`src/rtl/efuse_shadow_loader.sv`:
```
// efuse_shadow_loader
// Captures the eFuse controller's autoload byte stream into an NB-byte shadow
// register file. Once autoload completes it verifies completeness and an
// additive checksum, then presents the verified trim bus to analog/PMU
// consumers.
//
// Ports:
//   clk, rst                 system clock, synchronous active-high reset
//   pmu_efuse_start          autoload start / abort-and-restart pulse
//   efuse_autoload_vld       strobe qualifying efuse_ld_addr / efuse_ld_data
//   efuse_autoload_done      controller finished autoload
//   rg_efuse_timeout         LOAD cycle limit (0 = no limit)
//   rg_shadow_rd_addr/data   registered byte readback (1-cycle latency)
//   rg_shadow_wr_*           post-load software patch (DONE/ERR only)
//   trim_bus                 shadow contents when verified, else TRIM_DEF
//   shadow_valid/shadow_err  verification status
//   err_code                 {timeout, chksum_mismatch, missing_byte}
//   addr_err                 out-of-range load address seen
//   loader_busy              LOAD or CHECK in progress
//
// state | meaning
// IDLE  | waiting for the first start pulse
// LOAD  | capturing autoload bytes, timeout counter running
// CHECK | summing bytes 0..NB-2 one per cycle
// EVAL  | comparing mask and checksum, choosing DONE or ERR
// DONE  | shadow verified, trim bus live, patching allowed
// ERR   | verification failed, trim bus at default, patching allowed
module efuse_shadow_loader #(
   parameter  int              NB       = 32,
   parameter  int              TO_W     = 16,
   parameter  logic [7:0]      CHK_INIT = 8'h5A,
   parameter  logic [NB*8-1:0] TRIM_DEF = '0,
   localparam int              AW       = $clog2(NB)
) (
   input  logic            clk,
   input  logic            rst,
   input  logic            pmu_efuse_start,
   input  logic            efuse_autoload_vld,
   input  logic [7:0]      efuse_ld_addr,
   input  logic [7:0]      efuse_ld_data,
   input  logic            efuse_autoload_done,
   input  logic [TO_W-1:0] rg_efuse_timeout,
   input  logic [AW-1:0]   rg_shadow_rd_addr,
   output logic [7:0]      rg_shadow_rd_data,
   input  logic            rg_shadow_wr_en,
   input  logic [AW-1:0]   rg_shadow_wr_addr,
   input  logic [7:0]      rg_shadow_wr_data,
   output logic [NB*8-1:0] trim_bus,
   output logic            shadow_valid,
   output logic            shadow_err,
   output logic [2:0]      err_code,
   output logic            addr_err,
   output logic            loader_busy
);

   typedef enum logic [2:0] {
      S_IDLE, S_LOAD, S_CHECK, S_EVAL, S_DONE, S_ERR
   } state_t;

   localparam logic [8:0]    NB_L     = 9'(NB);
   localparam logic [AW-1:0] LAST_IDX = AW'(NB - 2);

   state_t          state;
   logic [7:0]      shadow [NB];
   logic [NB-1:0]   recv_mask;
   logic [TO_W-1:0] cnt;
   logic [TO_W-1:0] cnt_nxt;
   logic [7:0]      acc;
   logic [AW-1:0]   idx;
   logic            in_range;
   logic            miss;
   logic            bad_sum;
   logic [NB*8-1:0] shadow_flat;

   assign cnt_nxt  = cnt + TO_W'(1);
   assign in_range = ({1'b0, efuse_ld_addr} < NB_L);
   assign miss     = ~&recv_mask;
   assign bad_sum  = (acc != shadow[NB-1]);

   always_comb begin
      shadow_flat = '0;
      for (int i = 0; i < NB; i++) shadow_flat[i*8 +: 8] = shadow[i];
   end

   // Combinational from the shadow so a patch in DONE shows on the next cycle.
   assign trim_bus    = shadow_valid ? shadow_flat : TRIM_DEF;
   assign loader_busy = (state == S_LOAD) || (state == S_CHECK);

   always_ff @(posedge clk) begin
      if (rst) begin
         state             <= S_IDLE;
         for (int i = 0; i < NB; i++) shadow[i] <= '0;
         recv_mask         <= '0;
         cnt               <= '0;
         acc               <= '0;
         idx               <= '0;
         err_code          <= '0;
         addr_err          <= 1'b0;
         shadow_valid      <= 1'b0;
         shadow_err        <= 1'b0;
         rg_shadow_rd_data <= '0;
      end else begin
         rg_shadow_rd_data <= shadow[rg_shadow_rd_addr];
         if (pmu_efuse_start) begin
            // Start aborts whatever is in flight and restarts from a clean slate.
            for (int i = 0; i < NB; i++) shadow[i] <= '0;
            recv_mask    <= '0;
            cnt          <= '0;
            acc          <= '0;
            idx          <= '0;
            err_code     <= '0;
            addr_err     <= 1'b0;
            shadow_valid <= 1'b0;
            shadow_err   <= 1'b0;
            state        <= S_LOAD;
         end else begin
            case (state)
               S_IDLE: ;
               S_LOAD: begin
                  if (efuse_autoload_vld) begin
                     if (in_range) begin
                        shadow[efuse_ld_addr[AW-1:0]]    <= efuse_ld_data;
                        recv_mask[efuse_ld_addr[AW-1:0]] <= 1'b1;
                     end else begin
                        addr_err <= 1'b1;
                     end
                  end
                  cnt <= cnt_nxt;
                  // done beats a timeout landing on the same cycle
                  if (efuse_autoload_done) begin
                     idx   <= '0;
                     acc   <= CHK_INIT;
                     state <= S_CHECK;
                  end else if ((rg_efuse_timeout != '0) && (cnt_nxt == rg_efuse_timeout)) begin
                     err_code[2] <= 1'b1;
                     shadow_err  <= 1'b1;
                     state       <= S_ERR;
                  end
               end
               S_CHECK: begin
                  acc <= acc + shadow[idx];
                  idx <= idx + AW'(1);
                  if (idx == LAST_IDX) state <= S_EVAL;
               end
               S_EVAL: begin
                  err_code[1:0] <= {bad_sum, miss};
                  if (miss || bad_sum) begin
                     shadow_err <= 1'b1;
                     state      <= S_ERR;
                  end else begin
                     shadow_valid <= 1'b1;
                     state        <= S_DONE;
                  end
               end
               S_DONE, S_ERR: begin
                  if (rg_shadow_wr_en) shadow[rg_shadow_wr_addr] <= rg_shadow_wr_data;
               end
               default: state <= S_IDLE;
            endcase
         end
      end
   end

endmodule

```
`config.mk`:
```
export PLATFORM = sky130hd
export DESIGN_NAME = efuse_shadow_loader
export DESIGN_NICKNAME = d
export VERILOG_FILES = /design/src/rtl/efuse_shadow_loader.sv
export SDC_FILE = /design/constraint.sdc
export NUM_CORES = 1
export LEC_CHECK = 0
export CAP_MARGIN = 20
export CELL_PAD_IN_SITES_DETAIL_PLACEMENT = 1
export CELL_PAD_IN_SITES_GLOBAL_PLACEMENT = 2
export CORE_MARGIN = 4
export CORE_UTILIZATION = 36
export DETAILED_ROUTE_END_ITERATION = 12
export GPL_ROUTABILITY_DRIVEN = 1
export PLACE_DENSITY_LB_ADDON = 0.05
export SETUP_SLACK_MARGIN = 0.3
export SYNTH_ARGS = -nofsm -noshare
export SYNTH_HDL_FRONTEND = slang
export SYNTH_SLANG_ARGS = --single-unit
export TNS_END_PERCENT = 10
```
`constraint.sdc`:
```
create_clock -name clk -period 4.1 [get_ports clk]
set_input_delay 0.82 -clock clk [delete_from_list [all_inputs] [get_ports clk]]
set_output_delay 0.82 -clock clk [all_outputs]
set_load 0.01 [all_outputs]
```
Yosys cells after proc, flatten, opt, wreduce, memory -nomap -nowiden
Memories as Yosys holds them, arrays and structs flattened. A register that Yosys moved wholly into a read port is not among the register bits.
Cells that the tools add are included.
{"block": "word_totals", "ram_bits": 256, "mem_count": 1, "output_inout_bits": 271, "word_cells": 168, "in_bits": 56, "register_bits": 70}
{"memory": "shadow", "words": 32, "width": 8, "read_ports": 34, "rd_clocked_by_memory_dff": 2, "write_ports": 32, "line": "64", "source": "logic [7:0] shadow [NB];"}
{"block": "op_classes", "mux": 73, "n_eq_ne": 17, "order_cmp": 3, "bitwise": 37, "reduce_logical": 23, "addsub": 3}
{"op": "two-way mux 8 bit", "count": 35}
{"op": "two-way mux 256 bit", "count": 1}
{"op": "bitwise OR 1 bit", "count": 32}
{"op": "bitwise OR 32 bit", "count": 1}
{"op": "AND reduction 32 bit", "count": 1}
{"op": "two-way mux 5 bit", "count": 5}
{"op": "two-way mux 1 bit", "count": 24}
{"op": "adder 16 x 1 -> 16 bit, second input constant", "count": 1}
{"op": "equality test 16 bit", "count": 1}
{"op": "one-hot mux 8 bit (2 select lines)", "count": 1}
{"op": "nonzero test 16 bit", "count": 1}
{"op": "OR reduction 8 bit", "count": 2}
{"op": "AND reduction 3 bit", "count": 5}
{"op": "one-hot mux 3 bit (4 select lines)", "count": 1}
{"op": "one-hot mux 5 bit (2 select lines)", "count": 1}
{"op": "two-way mux 3 bit", "count": 3}
{"op": "adder 8 bit", "count": 1}
{"op": "< comparator 8 x 6 -> 1 bit, second input constant", "count": 1}
{"op": "!= test 8 bit", "count": 1}
{"op": "equality test 3 x 2 -> 1 bit, second input constant", "count": 2}
{"op": "equality test 3 bit, second input constant", "count": 2}
{"op": "< comparator 5 x 6 -> 1 bit, second input constant", "count": 1}
{"op": "!= test 2 x 1 -> 1 bit, second input constant", "count": 3}
{"op": "!= test 2 bit, second input constant", "count": 3}
{"op": "other kinds (18)", "count": 27}

Longest topological paths before layout
Gate-level depths: netlist (run 1).
{"block": "logic_depth", "ltp_word": 10, "mapped_depth": 17}

Worst setup path after synthesis (run 1)
No wires, ideal clock.
{"block": "synth_timing", "path_kind": "register -> register", "startpoint": "reg with a tool-made name", "endpoint": "reg acc[7]", "stages_incl_launch_ff": 14, "n_path_buf": 2, "setup_slack_ps": 658, "arrival_ps": 3380, "synth_period_minus_slack_ps": 3442, "setup_time_ps": 62, "required_time_ps": 4038, "cell_sequence": "dfxtp_1 buf_6 buf_2 mux4_2 mux4_2 mux2i_1 inv_1 ha_1 a21o_1 a211oi_1 o21a_1 or3_1 mux2_4 nand3_1"}
{"item": "end signal: assignment", "line": "141", "source": "acc <= acc + shadow[idx];"}
{"item": "end: declaration", "line": "68", "source": "logic [7:0] acc;"}

==> key figures, run 1 <==
Outcome
  – Run status: finished clean

Clocking
  – TritonCTS Buffers: 41
  – Clock Pin Slew Worst Setup and Hold Paths: 0.06 ns
  – Post-CTS setup repair buffer count: 0
  – CTS H-tree lvls: 2
  – Root buf cell: clkbuf_16
  – Clock Latency Late Sink: ~0.58 ns
  – CTS tree: built
  – Post-CTS Hold Fix Bufs: 0
  – Clock Path Buffers: 3
  – Sink Count: 339
  – Post-CTS sizing: 0

Synthesis
  – Simple-gate share of the synthesized area: 20.8%
  – Primary FF master, synth: edfxtp_1
  – Seq/Total Area, Yosys: 49.1%
  – Yosys top cell area share: 40.4%
  – Synth Cell Area: 19000 sq um
  – Number of synthesized flops with an enable pin: 256
  – Most frequent cell after synthesis: nor2_1
  – Number of synthesized register bits: 339
  – Synth warn: 0
  – Post-synthesis xor/xnor area fraction: 2.16%
  – Synth top area cells: edfxtp_1 40%, mux4_2 18%, dfxtp_1 8.7%
  – Asr flop ratio synth: 0%
  – Top post-synthesis cells by count: 317 x nor2_1, 257 x and2_1, 256 x edfxtp_1
  – Complex-gate fraction of the synthesized area: under 10%
  – Largest family of logic cells by synthesized area: simple AND/OR/NAND/NOR gates
  – Post-synth cell types: 70
  – Synth area leader: edfxtp_1
  – Cell count after synthesis: 1617
  – Syn Area/Cell: 11.8 sq um
  – Synth Area in Adders: 0.763%
  – Mux contribution to synthesized area: between 20 and 25%
  – Syn nets: 1684

STA
  – Max frequency: 275 MHz
  – Setup violators final: 0
  – Final Max Slew Viols: 0
  – Final hold viol count: 0
  – Setup ws final: 0.463 ns
  – RSZ-0062 raised after global routing: false
  – Max_slew headroom: around two fifths
  – Final setup skew: 0.0226 ns
  – Setup tns final: 0 ns
  – Final min period: 3.64 ns
  – Slew @ Worst Pin: 0.922 ns
  – Period Utilization, post-route: 88.7%

Placed design
  – GPL Wtd Cong: 0.871
  – DP HPWL: 55.8 mm
  – Post-Place Setup Slack: 0.174 ns
  – Input/output buffers: 326

Critical path
  – CP required: 4.61 ns
  – Critical path class: reg2reg
  – CP max stage cell: mux4_2
  – CP peak stage delay: 0.58 ns
  – Top delay family on crit path: multiplexers
  – Critical Path, Cell by Cell: buf_16 > mux4_2 > mux4_2 > mux2i_2 > inv_1 > ha_1 > a21o_1 > a211oi_2 > o21a_1 > or3_1 > mux2_4 > nand3_1
  – CP arrival: 4.15 ns
  – Crit-path most repeated cell: mux4_2
  – Worst path buffer plus inverter count: 2
  – CP startpoint kind: flip-flop
  – CP Max Fanout: 18
  – Worst Setup End Kind: flip-flop

Detailed routing
  – Detail-routed via count per cell: 5.68
  – Number of DRC markers in iteration 0: 1248
  – Wire per inst: 28.7 um
  – Vias post-DR: 15000
  – First-pass DRT Iterations: 5
  – Routed Wire Length: 75.9 mm
  – Post-route ant nets: 0
  – DRC violations left: 0

Floorplan
  – Die Y: between 200 and 250 um
  – Row Count: 83
  – Initial Util: 36.7%
  – I/O Pins: 327
  – Die Footprint: 56600 sq um
  – DIE WIDTH: 238 um
  – Area of the core: 51800 sq um

Global route
  – Initial antenna violation count: 0
  – Total Routing Usage GR: around 26%
  – Global-route wire length before repair: between 100 and 150 mm
  – Total global routing overflow: 0
  – Largest net degree at the start of global routing: 79
  – Vias in the first global route: between 15000 and 20000

Layout
  – ANT cells: 0
  – Final core utilization: 47.8%
  – Nets: roughly 2000
  – Syn-to-layout area delta: 30.2%
  – Layout fillers: 5435
  – Share of cells above drive strength 1: 17.1%

Hold path
  – Worst min-delay path category: reg2reg

Run
  – Max-cap violation count: 0

Power
  – Peak VDD IR: 0.258 mV
  – Leakage: 8.75 nW
  – PD cells: 337 nW/um^2
[layout make-up]
type	count	area, sq um	share of cell area [%]
Sequential cell	339	9360	37.8
Timing Repair Buffer	388	3920	15.8
Clock buffer	52	1140	4.60
Inverter	10	37.5	0.152
Tap cell	680	851	3.43
Multi-Input combinational cell	1149	9240	37.3
Clock inverter	24	223	0.899
[report_power, final]
group          internal [mW]  switching (mW)
logic                  0.289           0.386
clock network           2.22            1.52
registers               3.80           0.141
[cells in the final DEF (no fill, tap or decap), types with 4 or more instances in the layout]
master / Yosys / routed
clkbuf_16: 0 / 45
or3_1: 6 / 6
and2_1: 257 / 257
a32o_1: 5 / 5
ha_1: 10 / 10
mux2i_4: 0 / 8
clkbuf_1: 79 / 6
nor2b_1: 5 / 5
nor2_1: 317 / 317
clkdlybuf4s50_1: 0 / 324
o21a_1: 4 / 4
nand3b_1: 4 / 4
nor3_1: 11 / 11
bufinv_16: 0 / 4
a21oi_1: 17 / 17
nand2_1: 97 / 97
nand2_2: 14 / 14
o21ai_0: 29 / 29
clkinv_2: 0 / 7
clkinv_1: 0 / 8
a31oi_1: 7 / 7
buf_12: 0 / 10
buf_4: 6 / 48
dfxtp_1: 83 / 80
edfxtp_1: 256 / 256
nor4_1: 11 / 10
nand2b_1: 6 / 6
mux2_2: 7 / 7
nand4_1: 16 / 16
a22oi_1: 5 / 5
inv_1: 10 / 10
a22o_1: 16 / 16
mux4_2: 154 / 154
xnor2_1: 27 / 27
nor2_2: 7 / 6
nand3_1: 19 / 19
mux2i_1: 28 / 19
xor2_1: 20 / 20
[path summary, 6_finish.rpt]
check | from | end | slack, ns | cells past startpoint
setup / recovery | flip-flop | acc[7]$_SDFFE_PP0P_ | 0.46 | 12
setup reg to reg | flip-flop | acc[7]$_SDFFE_PP0P_ | 0.46 | 12
hold / removal | err_code[2]$_SDFFE_PP0P_ | err_code[2]$_SDFFE_PP0P_ | 0.45 | 2
hold reg to reg | err_code[2]$_SDFFE_PP0P_ | err_code[2]$_SDFFE_PP0P_ | 0.45 | 2
[registers in the layout, summed over array words and instances (netlist names), named ones only]
name               cells
acc                    8
addr_err               1
cnt                   16
err_code               3
idx                    5
recv_mask             32
rg_shadow_rd_data      8
shadow               256
shadow_err             1
shadow_valid           1
state                  3
[worst reg2reg max path: stages, from the launching register on]
cell      delay [ns]
dfxtp_4         0.47
buf_16          0.22
mux4_2          0.61
mux4_2          0.52
mux2i_2         0.24
inv_1           0.08
ha_1            0.28
a21o_1          0.15
a211oi_2        0.09
o21a_1          0.21
or3_1           0.36
mux2_4          0.26
nand3_1         0.08
[per-stage QoR]
stage / cell area, sq um / hold WS, ns / total power, mW / cells
finish: 24800 / 0.454 / 8.35 / 2642
global route: 24800 / 0.472 / 8.58 / 2642
CTS: 24700 / 0.461 / 8.40 / 2640
detailed placement: 23300 / 0.449 / 4.67 / 2564
global placement: 23300 / 0.437 / 4.66 / 2563
floorplan: 19000 / 0.425 / 4.29 / 1617
[cell families (layout without fill, tap and decap cells)]
| group | count (synthesis) | after routing |
|---|---|---|
| AOI/OAI and AO/OA | 108 | 108 |
| xor gates and xnor gates | 47 | 47 |
| DFF | 339 | 339 |
| muxes | 191 | 191 |
| buffers and inverters | 129 | 474 |
| adders and majority gates | 11 | 11 |
| and+or+nand+nor | 792 | 792 |
[per-layer routing]
| layer | up-vias | part of all wire, % | routed length [um] | track usage [%] |
|---|---|---|---|---|
| li1 | 6482 | - | - | - |
| met1 | 7768 | 41 | 30800 | 34.1 |
| met2 | 652 | 49 | 37300 | 43.5 |
| met3 | 103 | 7.5 | 5690 | 5.27 |
| met4 | 0 | 2.7 | 2010 | 7.27 |
| met5 | - | 0 | 0 | 0 |
No activity file was read; power rests on OpenSTA's default activity.
==> inputs of run 2 (changes only) <==
--- a/config.mk
+++ b/config.mk
@@ -9,8 +9,9 @@
 export CELL_PAD_IN_SITES_DETAIL_PLACEMENT = 1
 export CELL_PAD_IN_SITES_GLOBAL_PLACEMENT = 2
 export CORE_MARGIN = 4
-export CORE_UTILIZATION = 36
+export CORE_UTILIZATION = 43
 export DETAILED_ROUTE_END_ITERATION = 12
+export DONT_BUFFER_PORTS = 1
 export GPL_ROUTABILITY_DRIVEN = 1
 export PLACE_DENSITY_LB_ADDON = 0.05
 export SETUP_SLACK_MARGIN = 0.3
==> run 2 against run 1 <==
- largest cell class unchanged
- global-route usage increased by 3.4 points
- combinational power decreased by 28%
- final cell count decreased by 17%
- via count decreased by 8.3%
- count of clock-buffer cells in the layout increased by 1
- register-to-register slack improved by 0.08 ns
- sequential share of layout area increased by 6.9 points
- core utilization increased by 0.51 points
==> key figures, run 2 (same netlist as run 1, synthesis figures left out) <==
Outcome
  – Run status: finished clean

Placed design
  – Placed insts: 2116
  – Post-Place Setup Slack: 0.489 ns
  – GPL Wtd Cong: 0.918
  – Input/output buffers: 0
  – DP HPWL: roughly 52 mm

Floorplan
  – I/O Pins: between 300 and 400
  – DIE WIDTH: around 220 um
  – Initial Util: 43.9%
  – Row Count: 76
  – Die Y: about 220 um
  – Die Footprint: between 40000 and 50000 sq um
  – Area of the core: about 43000 sq um

Critical path
  – CP required: 4.59 ns
  – CP arrival: 4.05 ns
  – R2R cell count: 13
  – Critical path class: reg2reg
  – Reg2Reg Setup Slack: 0.54 ns
  – Worst Setup End Kind: flip-flop
  – CP startpoint kind: flip-flop
  – Reg-to-reg critical path endpoint: acc[7]$_SDFFE_PP0P_
  – CP Max Fanout: 36

Clocking
  – CTS tree: built
  – TritonCTS Buffers: 40
  – Post-CTS Hold Fix Bufs: 0
  – Root buf cell: clkbuf_16
  – CTS H-tree lvls: 2
  – Post-CTS setup repair buffer count: 0
  – Clock Path Buffers: 3
  – Sink Count: roughly 340
  – Clock Latency Late Sink: between 0.5 and 0.6 ns
  – Clock Pin Slew Worst Setup and Hold Paths: 0.06 ns

Layout
  – Multi-input logic area: 9230 sq um
  – Nets: 1640
  – Most common cell after layout, fill and taps aside: nor2_1
  – ANT cells: 0
  – Layout fillers: between 4000 and 5000
  – Syn-to-layout area delta: 10.1%
  – Share of cells above drive strength 1: 18.3%
  – Biggest register: shadow
  – Storage element area: ~9400 sq um
  – Number of flip-flops in the largest register: 256
  – Non-Filler Instances: 2187
  – Largest regs: shadow x256, recv_mask x32, cnt x16
  – Most frequent cells in the layout: 317 x nor2_1, 257 x and2_1, 256 x edfxtp_1, 154 x mux4_2, 97 x nand2_1

STA
  – RSZ-0062 raised after global routing: false
  – Setup violators final: 0
  – Setup tns final: 0 ns
  – Max frequency: roughly 280 MHz
  – Period Utilization, post-route: just under 90%
  – Fin Hold WS: about 0.34 ns
  – Final hold viol count: 0
  – Final setup skew: approximately 0.016 ns
  – Final Max Slew Viols: 0
  – Slew @ Worst Pin: 0.990 ns
  – Setup ws final: 0.538 ns
  – Max_slew headroom: 34.0%
  – Final min period: 3.56 ns

Detailed routing
  – First-pass DRT Iterations: 5
  – DRC violations left: 0
  – Post-route ant nets: 0
  – Vias post-DR: around 14000
  – Wire per inst: 32.5 um
  – Detail-routed via count per cell: roughly 6.3
  – Routed Wire Length: 71.0 mm
  – Number of DRC markers in iteration 0: 1407

Power
  – Power, Total: 7.99 mW
  – PD cells: ~380 nW/um^2
  – Leakage: 7.38 nW
  – Peak VDD IR: 0.260 mV

Global route
  – Initial antenna violation count: 3
  – Total global routing overflow: 0
  – Total Routing Usage GR: 29.2%
  – Largest net degree at the start of global routing: 108
  – Vias in the first global route: 13900
  – Global-route wire length before repair: 101 mm

Hold path
  – WHS Endpoint: state[0]$_SDFFE_PP0P_
  – Hold Path Depth: 1
  – Worst min-delay path category: in2reg
  – Hold Startpoint: rst

Run
  – Max-cap violation count: 0
==> run 2: worst max-delay path by stage <==
stage                           to  cells after the start  startpoint
2_1_floorplan  acc[7]$_SDFFE_PP0P_                     13   flip-flop
3_3_place_gp   acc[7]$_SDFFE_PP0P_                     13   flip-flop
3_5_place_dp   acc[7]$_SDFFE_PP0P_                     13   flip-flop
4_1_cts        acc[7]$_SDFFE_PP0P_                     13   flip-flop
5_1_grt        acc[7]$_SDFFE_PP0P_                     13   flip-flop
6_report       acc[7]$_SDFFE_PP0P_                     13   flip-flop
==> run 2: metrics by stage <==
| step | util (%) | area, sq um |
|---|---|---|
| 2_1_floorplan | - | 19000 |
| 3_3_place_gp | 45.4 | 19700 |
| 3_5_place_dp | 45.4 | 19700 |
| 4_1_cts | 48.3 | 20900 |
| 5_1_grt | 48.3 | 20900 |
| 6_report | 48.3 | 20900 |
==> run 2: final cells by class <==
cell class                      count  share of cell area, %
Tap cell                          585                   3.49
Clock buffer                       53                   5.16
Multi-Input combinational cell   1149                   44.1
Inverter                           10                  0.179
Timing Repair Buffer               33                   1.48
Sequential cell                   339                   44.7
Clock inverter                     18                  0.926
==> run 2: worst max-delay path: stages (launching register included) <==
cell	delay [ns]
dfxtp_4	0.37
buf_12	0.27
mux4_2	0.54
mux4_2	0.49
mux2i_2	0.21
inv_1	0.07
ha_1	0.27
a21o_1	0.19
a211oi_1	0.32
o21a_1	0.21
nor2_1	0.07
nor4_1	0.22
mux2i_1	0.13
nand3_1	0.09
==> run 2: report_power, final <==
part | leakage, nW | internal (mW) | switching (mW)
Combinational | 3.24 | 0.214 | 0.273
Clock | 0.613 | 2.10 | 1.44
Sequential | 3.53 | 3.80 | 0.162
Total | 7.38 | 6.12 | 1.87
==> run 2: layer usage <==
layer | share of wire (%) | global-route usage (%) | vias up
li1 | - | - | 5778
met1 | 40 | 39.3 | 7218
met2 | 48 | 48.0 | 650
met3 | 7.8 | 5.55 | 116
met4 | 3.4 | 9.73 | 0
met5 | 0 | 0 | -
==> run 2: what timing repair did <==
| action | CTS | global route |
|---|---|---|
| gates resized for setup | 0 | 1 |
| endpoints found under the hold margin | 0 | 0 |
| setup endpoints to repair | 0 | 1 |
